`src/rtl/chad_stack_pkg.sv`:
```
// -----------------------------------------------------------------------------
// chad_stack_pkg
// Shared definitions for the stack controller: command op codes, controller
// state encoding and the stk_delta strobe encodings driven towards the stack.
// -----------------------------------------------------------------------------
package chad_stack_pkg;

  // Command op codes carried on cmd_op; codes 6 and 7 fall through as NOP.
  typedef enum logic [2:0] {
    OP_NOP     = 3'd0,
    OP_PUSH    = 3'd1,
    OP_POP     = 3'd2,
    OP_REPLACE = 3'd3,
    OP_DROPN   = 3'd4,
    OP_CLEAR   = 3'd5
  } cmd_op_e;

  // Controller states: IDLE waits, ISSUE follows a single-cycle op,
  // MULTI streams the pops of a DROPN or CLEAR.
  typedef enum logic [1:0] {
    ST_IDLE  = 2'd0,
    ST_ISSUE = 2'd1,
    ST_MULTI = 2'd2
  } state_e;

  // stk_delta encodings: bit0 = move, bit1 = direction (1 pop, 0 push).
  localparam logic [1:0] DELTA_IDLE = 2'b00;
  localparam logic [1:0] DELTA_PUSH = 2'b01;
  localparam logic [1:0] DELTA_POP  = 2'b11;

endpackage

```
`src/rtl/stack_ctrl.sv`:
```
// -----------------------------------------------------------------------------
// stack_ctrl
// Command front-end for a head+tail hardware stack. Accepts PUSH / POP /
// REPLACE / DROPN / CLEAR commands over a valid/ready handshake and turns them
// into registered strobes (stk_hold, stk_we, stk_delta, stk_wd) for the stack
// datapath, one cycle after acceptance. DROPN and CLEAR expand into a burst of
// POP cycles while cmd_ready is held low.
//
// Optional feature: define STACK_CTRL_GUARD_EN to suppress overflowing and
// underflowing operations and raise the sticky err_ovf / err_unf flags.
// Without it every op is issued unchecked and the error flags stay 0.
//
// Ports
//   clk, rst        clock, asynchronous active-high reset
//   cmd_valid/ready command handshake
//   cmd_op          op code (see chad_stack_pkg)
//   cmd_n           DROPN count
//   cmd_data        PUSH / REPLACE data
//   stk_hold        1 in cycles carrying no stack operation
//   stk_we          stack write strobe
//   stk_delta       stack pointer move (bit0 move, bit1 pop direction)
//   stk_wd          stack write data
//   depth           live entry count, updated as each strobe cycle ends
//   empty/full/busy status flags
//   err_ovf/err_unf sticky error flags, err_clr clears both
// -----------------------------------------------------------------------------
module stack_ctrl
  import chad_stack_pkg::*;
#(
  parameter  int WIDTH = 18,
  parameter  int DEPTH = 16,
  localparam int CAP   = DEPTH + 1,
  localparam int CW    = $clog2(CAP + 1)
) (
  input  logic             clk,
  input  logic             rst,
  input  logic             cmd_valid,
  output logic             cmd_ready,
  input  logic [2:0]       cmd_op,
  input  logic [CW-1:0]    cmd_n,
  input  logic [WIDTH-1:0] cmd_data,
  output logic             stk_hold,
  output logic             stk_we,
  output logic [1:0]       stk_delta,
  output logic [WIDTH-1:0] stk_wd,
  output logic [CW-1:0]    depth,
  output logic             empty,
  output logic             full,
  output logic             busy,
  output logic             err_ovf,
  output logic             err_unf,
  input  logic             err_clr
);

`ifdef STACK_CTRL_GUARD_EN
  localparam bit GUARD_EN = 1'b1;
`else
  localparam bit GUARD_EN = 1'b0;
`endif

  localparam logic [CW-1:0] CAP_C = CW'(CAP);

  state_e           state_q, state_d;
  logic             rdy_q, rdy_d;
  logic [CW-1:0]    cnt_q, cnt_d;
  logic [CW-1:0]    depth_q, depth_d;
  logic [CW-1:0]    rem_q, rem_d;
  logic             we_q, we_d;
  logic [1:0]       delta_q, delta_d;
  logic             hold_q, hold_d;
  logic [WIDTH-1:0] wd_q, wd_d;

  logic             accept;
  logic             cnt_full;
  logic [CW-1:0]    cnt_inc;
  logic [CW-1:0]    cnt_dec;
  logic [CW-1:0]    pop_n;
  logic             unf_clip;
  logic             ovf_evt;
  logic             unf_evt;

  // cnt_q is the count as of the last accepted operation, so back-to-back
  // commands see the effect of the one still in its strobe cycle. The visible
  // depth is a one-edge-delayed copy, so it changes as each strobe cycle ends.
  assign cnt_full = (cnt_q == CAP_C);
  assign cnt_inc  = cnt_full ? cnt_q : cnt_q + 1'b1;
  assign cnt_dec  = (cnt_q == '0) ? cnt_q : cnt_q - 1'b1;

  // rdy_q stays low through reset and rises on the first edge after it.
  assign accept    = cmd_valid & cmd_ready;
  assign cmd_ready = rdy_q & (state_q != ST_MULTI);

  assign stk_hold  = hold_q;
  assign stk_we    = we_q;
  assign stk_delta = delta_q;
  assign stk_wd    = wd_q;
  assign depth     = depth_q;
  assign empty     = (depth_q == '0);
  assign full      = (depth_q == CAP_C);
  assign busy      = (state_q == ST_MULTI);

  // Number of pops a DROPN or CLEAR expands into. CLEAR pops everything; a
  // guarded DROPN asking for more than is present is clipped and flagged.
  always_comb begin
    pop_n    = '0;
    unf_clip = 1'b0;
    if (cmd_op == OP_CLEAR) begin
      pop_n = cnt_q;
    end else if (cmd_op == OP_DROPN) begin
      pop_n = cmd_n;
      if (GUARD_EN && (cmd_n > cnt_q)) begin
        pop_n    = cnt_q;
        unf_clip = 1'b1;
      end
    end
  end

  // Next-state and next-strobe logic. Strobes default to an idle cycle; an
  // accepted command loads the strobe it will present during the next cycle.
  // In MULTI the first pop was already issued on acceptance, so rem_q holds
  // the pops still to go and the last MULTI cycle returns to IDLE.
  always_comb begin
    state_d = state_q;
    rdy_d   = 1'b1;
    cnt_d   = cnt_q;
    depth_d = cnt_q;
    rem_d   = rem_q;
    we_d    = 1'b0;
    delta_d = DELTA_IDLE;
    hold_d  = 1'b1;
    wd_d    = '0;
    ovf_evt = 1'b0;
    unf_evt = 1'b0;

    case (state_q)
      ST_MULTI: begin
        if (rem_q != '0) begin
          delta_d = DELTA_POP;
          hold_d  = 1'b0;
          rem_d   = rem_q - 1'b1;
          cnt_d   = cnt_dec;
        end else begin
          state_d = ST_IDLE;
        end
      end

      default: begin
        state_d = ST_IDLE;
        if (accept) begin
          case (cmd_op)
            OP_PUSH: begin
              if (GUARD_EN && cnt_full) begin
                ovf_evt = 1'b1;
              end else begin
                we_d    = 1'b1;
                delta_d = DELTA_PUSH;
                hold_d  = 1'b0;
                wd_d    = cmd_data;
                cnt_d   = cnt_inc;
                state_d = ST_ISSUE;
              end
            end

            OP_POP: begin
              if (GUARD_EN && (cnt_q == '0)) begin
                unf_evt = 1'b1;
              end else begin
                delta_d = DELTA_POP;
                hold_d  = 1'b0;
                cnt_d   = cnt_dec;
                state_d = ST_ISSUE;
              end
            end

            OP_REPLACE: begin
              if (GUARD_EN && (cnt_q == '0)) begin
                unf_evt = 1'b1;
              end else begin
                we_d    = 1'b1;
                delta_d = DELTA_IDLE;
                hold_d  = 1'b0;
                wd_d    = cmd_data;
                state_d = ST_ISSUE;
              end
            end

            OP_DROPN, OP_CLEAR: begin
              unf_evt = unf_clip;
              if (pop_n != '0) begin
                delta_d = DELTA_POP;
                hold_d  = 1'b0;
                cnt_d   = cnt_dec;
                rem_d   = pop_n - 1'b1;
                state_d = ST_MULTI;
              end
            end

            default: begin
            end
          endcase
        end
      end
    endcase
  end

  // Main state and strobe registers. Reset aborts any burst in flight.
  always_ff @(posedge clk or posedge rst) begin
    if (rst) begin
      state_q <= ST_IDLE;
      rdy_q   <= 1'b0;
      cnt_q   <= '0;
      depth_q <= '0;
      rem_q   <= '0;
      we_q    <= 1'b0;
      delta_q <= DELTA_IDLE;
      hold_q  <= 1'b1;
      wd_q    <= '0;
    end else begin
      state_q <= state_d;
      rdy_q   <= rdy_d;
      cnt_q   <= cnt_d;
      depth_q <= depth_d;
      rem_q   <= rem_d;
      we_q    <= we_d;
      delta_q <= delta_d;
      hold_q  <= hold_d;
      wd_q    <= wd_d;
    end
  end

`ifdef STACK_CTRL_GUARD_EN
  logic err_ovf_q, err_ovf_d;
  logic err_unf_q, err_unf_d;

  // Sticky error flags; a new event on the same edge as err_clr wins.
  always_comb begin
    err_ovf_d = (err_ovf_q & ~err_clr) | ovf_evt;
    err_unf_d = (err_unf_q & ~err_clr) | unf_evt;
  end

  always_ff @(posedge clk or posedge rst) begin
    if (rst) begin
      err_ovf_q <= 1'b0;
      err_unf_q <= 1'b0;
    end else begin
      err_ovf_q <= err_ovf_d;
      err_unf_q <= err_unf_d;
    end
  end

  assign err_ovf = err_ovf_q;
  assign err_unf = err_unf_q;
`else
  logic unused_err;
  assign unused_err = ^{err_clr, ovf_evt, unf_evt};
  assign err_ovf    = 1'b0;
  assign err_unf    = 1'b0;
`endif

endmodule

```
`config.mk`:
```
export PLATFORM = sky130hd
export DESIGN_NAME = stack_ctrl
export DESIGN_NICKNAME = d
export VERILOG_FILES = /design/src/rtl/chad_stack_pkg.sv /design/src/rtl/stack_ctrl.sv
export SDC_FILE = /design/constraint.sdc
export NUM_CORES = 1
export LEC_CHECK = 0
export BUFFER_PORTS_ARGS = -buffer_cell sky130_fd_sc_hd__buf_2
export CORE_MARGIN = 5
export CORE_UTILIZATION = 50
export CTS_CLUSTER_DIAMETER = 50
export DETAILED_ROUTE_END_ITERATION = 8
export PLACE_DENSITY = 0.82
export RECOVER_POWER = 25
export SYNTH_ARGS = -nofsm -noshare
export SYNTH_HDL_FRONTEND = slang
export SYNTH_SLANG_ARGS = --single-unit
```
`constraint.sdc`:
```
create_clock -name clk -period 5.2 [get_ports clk]
set_input_delay 1.56 -clock clk [delete_from_list [all_inputs] [get_ports clk]]
set_output_delay 1.56 -clock clk [all_outputs]
set_load 0.05 [all_outputs]
```
## After elaboration in Yosys (flattened, before gate mapping)

Index checks and enable logic that the tools add are counted.
Widths: inputs -> output; s select.

| storage, ports and cells | value |
|---|---|
| word-level logic and storage cells | 76 |
| latch bits | 0 |
| flip-flop bits (word level) | 40 |
| memory bits (writable) | 0 |
| bits in read-only memories | 0 |
| memories | 0 |

| operators by class | value |
|---|---|
| multipliers | 0 |
| $lt $le $gt $ge | 0 |
| reductions and logical operators | 13 |
| eq/ne operators | 13 |
| bitwise gates (word level) | 2 |
| div/mod/pow operators | 0 |
| $add $sub $neg | 4 |
| shifts and indexed selects | 0 |
| muxes and demuxes | 35 |

Operator list:

| kind | number |
|---|---|
| $mux 5 | 13 |
| $mux 18 | 3 |
| $mux 2 | 8 |
| $pmux 5 s3 | 1 |
| $sub 5x1->5 const B | 3 |
| $eq 5x5->1 const B | 2 |
| $logic_not 5->1 | 2 |
| $reduce_bool 5->1 | 2 |
| $mux 1 | 7 |
| $eq 3x2->1 const B | 2 |
| $eq 3x3->1 const B | 2 |
| $ne 3x3->1 const B | 2 |
| $pmux 2 s3 | 1 |
| $reduce_bool 2->1 | 3 |
| $add 5x1->5 const B | 1 |
| $reduce_and 5->1 | 1 |
| $ne 2x2->1 const B | 2 |
| $pmux 2 s2 | 1 |
| $reduce_and 4->1 | 1 |
| $reduce_bool 4->1 | 1 |
| $reduce_or 2->1 | 2 |
| $eq 3x1->1 const B | 1 |
| $reduce_or 3->1 | 1 |
| $and 1x1->1 | 2 |
| 3 further kinds | 3 |

## Longest topological paths before layout

| logic depth | value |
|---|---|
| word-level depth | 8 |
| gate-level depth with buffers | 8 |

## Worst setup path after synthesis

Ideal clock, no wire load.

| timing | value |
|---|---|
| kind | flip-flop to output port |
| from | register depth_q[1], in the netlist depth[1] |
| to | output empty |
| data arrival time | 2.042 ns |
| slack | 1.598 ns |
| stages on the path, launching flop included | 3 |
| cell sequence | dfrtp_1 -> or3_1 -> nor3_1 |

| on the way | value |
|---|---|
| word-level cells in the longest chain between the ends | 1 |

Ends and longest elaborated chain:

| element | RTL line | RTL |
|---|---|---|
| start: declaration | stack_ctrl.sv:66 | `logic [CW-1:0] depth_q, depth_d;` |
| start signal: assignment | stack_ctrl.sv:222 | `depth_q <= depth_d;` |
| $logic_not 5->1 | stack_ctrl.sv:98 | `assign empty = (depth_q == '0);` |
| end: declaration | stack_ctrl.sv:47 | `output logic empty,` |

Every way passes these cells.

## Final worst setup path

| timing | value |
|---|---|
| from | input cmd_op[0] |
| to | register rem_q[4] |

| on the way | value |
|---|---|
| word-level cells in the longest chain between the ends | 8 |
| elaborated cells on any way between the ends | 14 |
| those cells by class | add/sub: 1; eq/ne: 2; mux: 6; reduce/logical: 5 |

Ends and longest elaborated chain:

| element | RTL line | RTL |
|---|---|---|
| start: declaration | stack_ctrl.sv:39 | `input logic [2:0] cmd_op,` |
| $eq 3x3->1 | stack_ctrl.sv:109, stack_ctrl.sv:150 |  |
| $mux 5 | stack_ctrl.sv:109 | `end else if (cmd_op == OP_DROPN) begin` |
| $mux 5 | stack_ctrl.sv:107 | `if (cmd_op == OP_CLEAR) begin` |
| $sub 5x1->5 | stack_ctrl.sv:193 | `rem_d = pop_n - 1'b1;` |
| $mux 5 | stack_ctrl.sv:189 | `if (pop_n != '0) begin` |
| $mux 5 | stack_ctrl.sv:150 | `case (cmd_op)` |
| $mux 5 | stack_ctrl.sv:149 | `if (accept) begin` |
| $mux 5 | stack_ctrl.sv:135 | `case (state_q)` |
| end signal: assignment | stack_ctrl.sv:223 | `rem_q <= rem_d;` |
| end: declaration | stack_ctrl.sv:67 | `logic [CW-1:0] rem_q, rem_d;` |

Parallel ways exist; a longest one is shown, timed or not. The select of a mux whose other input is x is not followed.
A chain may end at the register's enable or synchronous reset.

==> flow_metrics.env <==
export IMPL_leakagePower_uw=0.00119
export IMPL_swShare_pct=43.0
export IMPL_critPathKind="primary input to register"
export IMPL_htreeDepth=2
export IMPL_io_buffers=59
export IMPL_grt_total_usage_pct=16.3
export IMPL_drtIter0Drc=86
export IMPL_synth_area_leaders="dfrtp_1 50%, and2_1 6.1%, mux2_2 3.4%, ha_1 2.5%, nor2_1 2.3%"
export IMPL_cts_root_buf="clkbuf_8"
export IMPL_net_switching_power_uw=557
export IMPL_arrival_ns=3.38
export IMPL_crit_slowest_cell="mux2_2"
export IMPL_cpMostUsedCell="mux2_2"
export IMPL_cp_data_required_time_ns=5.40
export IMPL_synth_cell_types=48
export IMPL_area_growth_syn_to_layout_pct=21.4
export IMPL_status="finished with violations"
export IMPL_start_util_pct=52.4
export IMPL_die_w_um=72.7
export IMPL_antenna_found_initial=0
export IMPL_syn_avg_cell_area_sq_um=11.1
export IMPL_place_inst=278
export IMPL_drt_vias_per_instance=5.27
export IMPL_final_common_cell="buf_2"
export IMPL_fin_cells=286
export IMPL_internal_power_uw=739
export IMPL_overflow=0
export IMPL_io_pins=63
export IMPL_synth_top_area_share_pct=49.7
export IMPL_die_area_sq_mm=0.00528
export IMPL_timing_fmax_mhz=315
export IMPL_seq_area_frac_synth_pct=51.1
export IMPL_yosysWarningCount=0
export IMPL_gp_congestion=0.833
export IMPL_comb_power_share_pct=44.1
export IMPL_layout_nets=271
export IMPL_core_area_sq_mm=0.00374
export IMPL_die_h_um=72.7
export IMPL_min_period_over_period_pct=61.0
export IMPL_peakVddDrop_uv=263
export IMPL_cts_resized=0
export IMPL_maxSlewHeadroom_pct=-35.1
export IMPL_routed_wl_um=3880
export IMPL_violations="capacitance limit, slew limit"
export IMPL_tns_ns=0
export IMPL_clock_path_buffers=2
export IMPL_crit_path_end_kind="register"
export IMPL_synth_edf_count=0
export IMPL_layout_common_cells="59 x buf_2, 39 x dfrtp_1, 19 x and2_1"
export IMPL_cts_tree="yes"
export IMPL_syn_inst=177
export IMPL_synth_async_reset_ratio_pct=100
export IMPL_p_clk_share_pct=19.5
export IMPL_rsz0062_at_grt="false"
export IMPL_rows=22
export IMPL_p_per_area_mw_per_mm2=543
export IMPL_clock_skew_ns=0.00162
export IMPL_hold_path_class="register to register"
export IMPL_synth_seq_cells=40
export IMPL_drt_antenna_violating_nets=0
export IMPL_grt_pass1_wl_um=6470
export IMPL_first_pass_iters=4
export IMPL_worstPathCellList="buf_2, mux2_2, a31oi_1, ha_1, nand3_1, mux2_2, a211oi_1"
export IMPL_crit_path_max_fanout=12
export IMPL_synthesis_area_sq_mm=0.00196
export IMPL_synth_top_area_cell="dfrtp_1"
export IMPL_slew_viol_final=41
export IMPL_cts_sinks=40
export IMPL_hold_violations=0
export IMPL_cts_buffers=5
export IMPL_cts_hold_buffers=0
export IMPL_design_area_sq_mm=0.00238
export IMPL_p_seq_share_pct=36.4
export IMPL_drcViolationCount=0
export IMPL_layout_drive_gt1_share_pct=36.1
export IMPL_wire_per_inst_um=13.5
export IMPL_slowest_delay_ns=0.36
export IMPL_setup_viol=0
export IMPL_cp_start_kind="primary input"
export IMPL_worst_slew_pin_transition_ns=2.03
export IMPL_place_area_sq_mm=0.00227
export IMPL_ys_flop_type="dfrtp_1"
export IMPL_grt_max_degree=41
export IMPL_min_period_ns=3.17
export IMPL_grt_pass1_vias=1416
export IMPL_drv_cap=1
export IMPL_clock_latency_ns=0.29
export IMPL_num_antenna_cells=0
export IMPL_cts_setup_buffers=0
export IMPL_vias=1506
export IMPL_cts_clk_slew_worst_paths_ns=0.08
export IMPL_dpl_hpwl_um=2860
path summary, 6_finish.rpt:
kind	depth (start not counted)	to	from	slack (ns)
setup / recovery	7	rem_q[4]$_DFFE_PP0P_	cmd_op[0]	2.03
hold / removal	1	rem_q[0]$_DFFE_PP0P_	rem_q[0]$_DFFE_PP0P_	0.53
setup reg to reg	7	cnt_q[1]$_DFFE_PP0P_	cnt_q[1]$_DFFE_PP0P_	3.00
hold reg to reg	1	rem_q[0]$_DFFE_PP0P_	rem_q[0]$_DFFE_PP0P_	0.53
max in group asynchronous	3	rem_q[1]$_DFFE_PP0P_	rst	2.06
min in group asynchronous	3	stk_wd[13]$_DFF_PP0_	rst	1.99
synthesized netlist by cell type, types with 3 or more instances:
cell	instances
a21oi_1	7
a31oi_1	3
and2_1	19
and2b_2	3
and3b_1	4
buf_6	3
clkbuf_1	3
dfrtp_1	39
ha_1	4
inv_1	5
mux2_2	6
mux2i_1	4
nand2_1	4
nand3_1	6
nor2_1	12
nor3b_1	4
nor4_1	4
o21ai_0	6
or3_1	4
xnor2_1	3
layer usage:
layer | vias to the layer above | part of all wire, % | GRT usage (%)
li1 | 745 | - | -
met1 | 696 | 40 | 19.8
met2 | 58 | 46 | 24.8
met3 | 7 | 12 | 7.16
met4 | 0 | 1.9 | 7.58
met5 | - | 0 | 0
per-stage QoR:
stage	hold slack [ns]	utilization [%]	power [uW]	setup slack, ns
final	0.533	63.7	1300	2.03
after global routing	0.561	63.7	1390	1.48
after CTS	0.537	63.8	1310	2.06
after detailed placement	0.520	60.7	1050	1.80
after global placement	0.510	60.7	1030	1.84
after floorplan	0.362	-	941	1.60
power by group through the flow:
| stage | sequential, uW | clock [uW] | combinational (uW) |
|---|---|---|---|
| finish | 471 | 253 | 571 |
| global placement | 473 | 0 | 559 |
| detailed placement | 478 | 0 | 567 |
| global route | 488 | 277 | 630 |
| floorplan | 560 | 0 | 381 |
| CTS | 472 | 262 | 573 |
layout make-up:
class                           count  area, sq um
Inverter                            6         22.5
Tap cell                           48         60.1
Clock inverter                      3         46.3
Fill cell                         329         1360
Clock buffer                        5         68.8
Sequential cell                    40         1000
Timing Repair Buffer               61          307
Multi-Input combinational cell    123          877
flip-flops by register name (all words and copies together) (netlist names):
signal and count:
stk_wd 18, cnt_q 5, depth 5, rem_q 5, state_q 2, stk_delta 2
rdy_q 1, stk_hold 1, stk_we 1
critical path, delay by kind of cell:
kind                     cells  cell delay (ns)
AND/OR/NAND/NOR              1             0.12
buffers and inverters        1             0.21
AO/OA/AOI/OAI                2             0.54
multiplexers                 2             0.65
adder cells (fa/ha/maj)      1             0.28
kinds of logic after synthesis:
logic type,after synthesis,share of synthesized area [%]
buffers and inverters,15,4.46
other,2,0.383
AOI/OAI and AO/OA,31,12.2
adders and majority gates,4,2.55
xor gates and xnor gates,4,1.78
DFF,40,51.1
and+or+nand+nor,71,22.1
muxes,10,5.48
No activity file was read; power rests on OpenSTA's default activity.
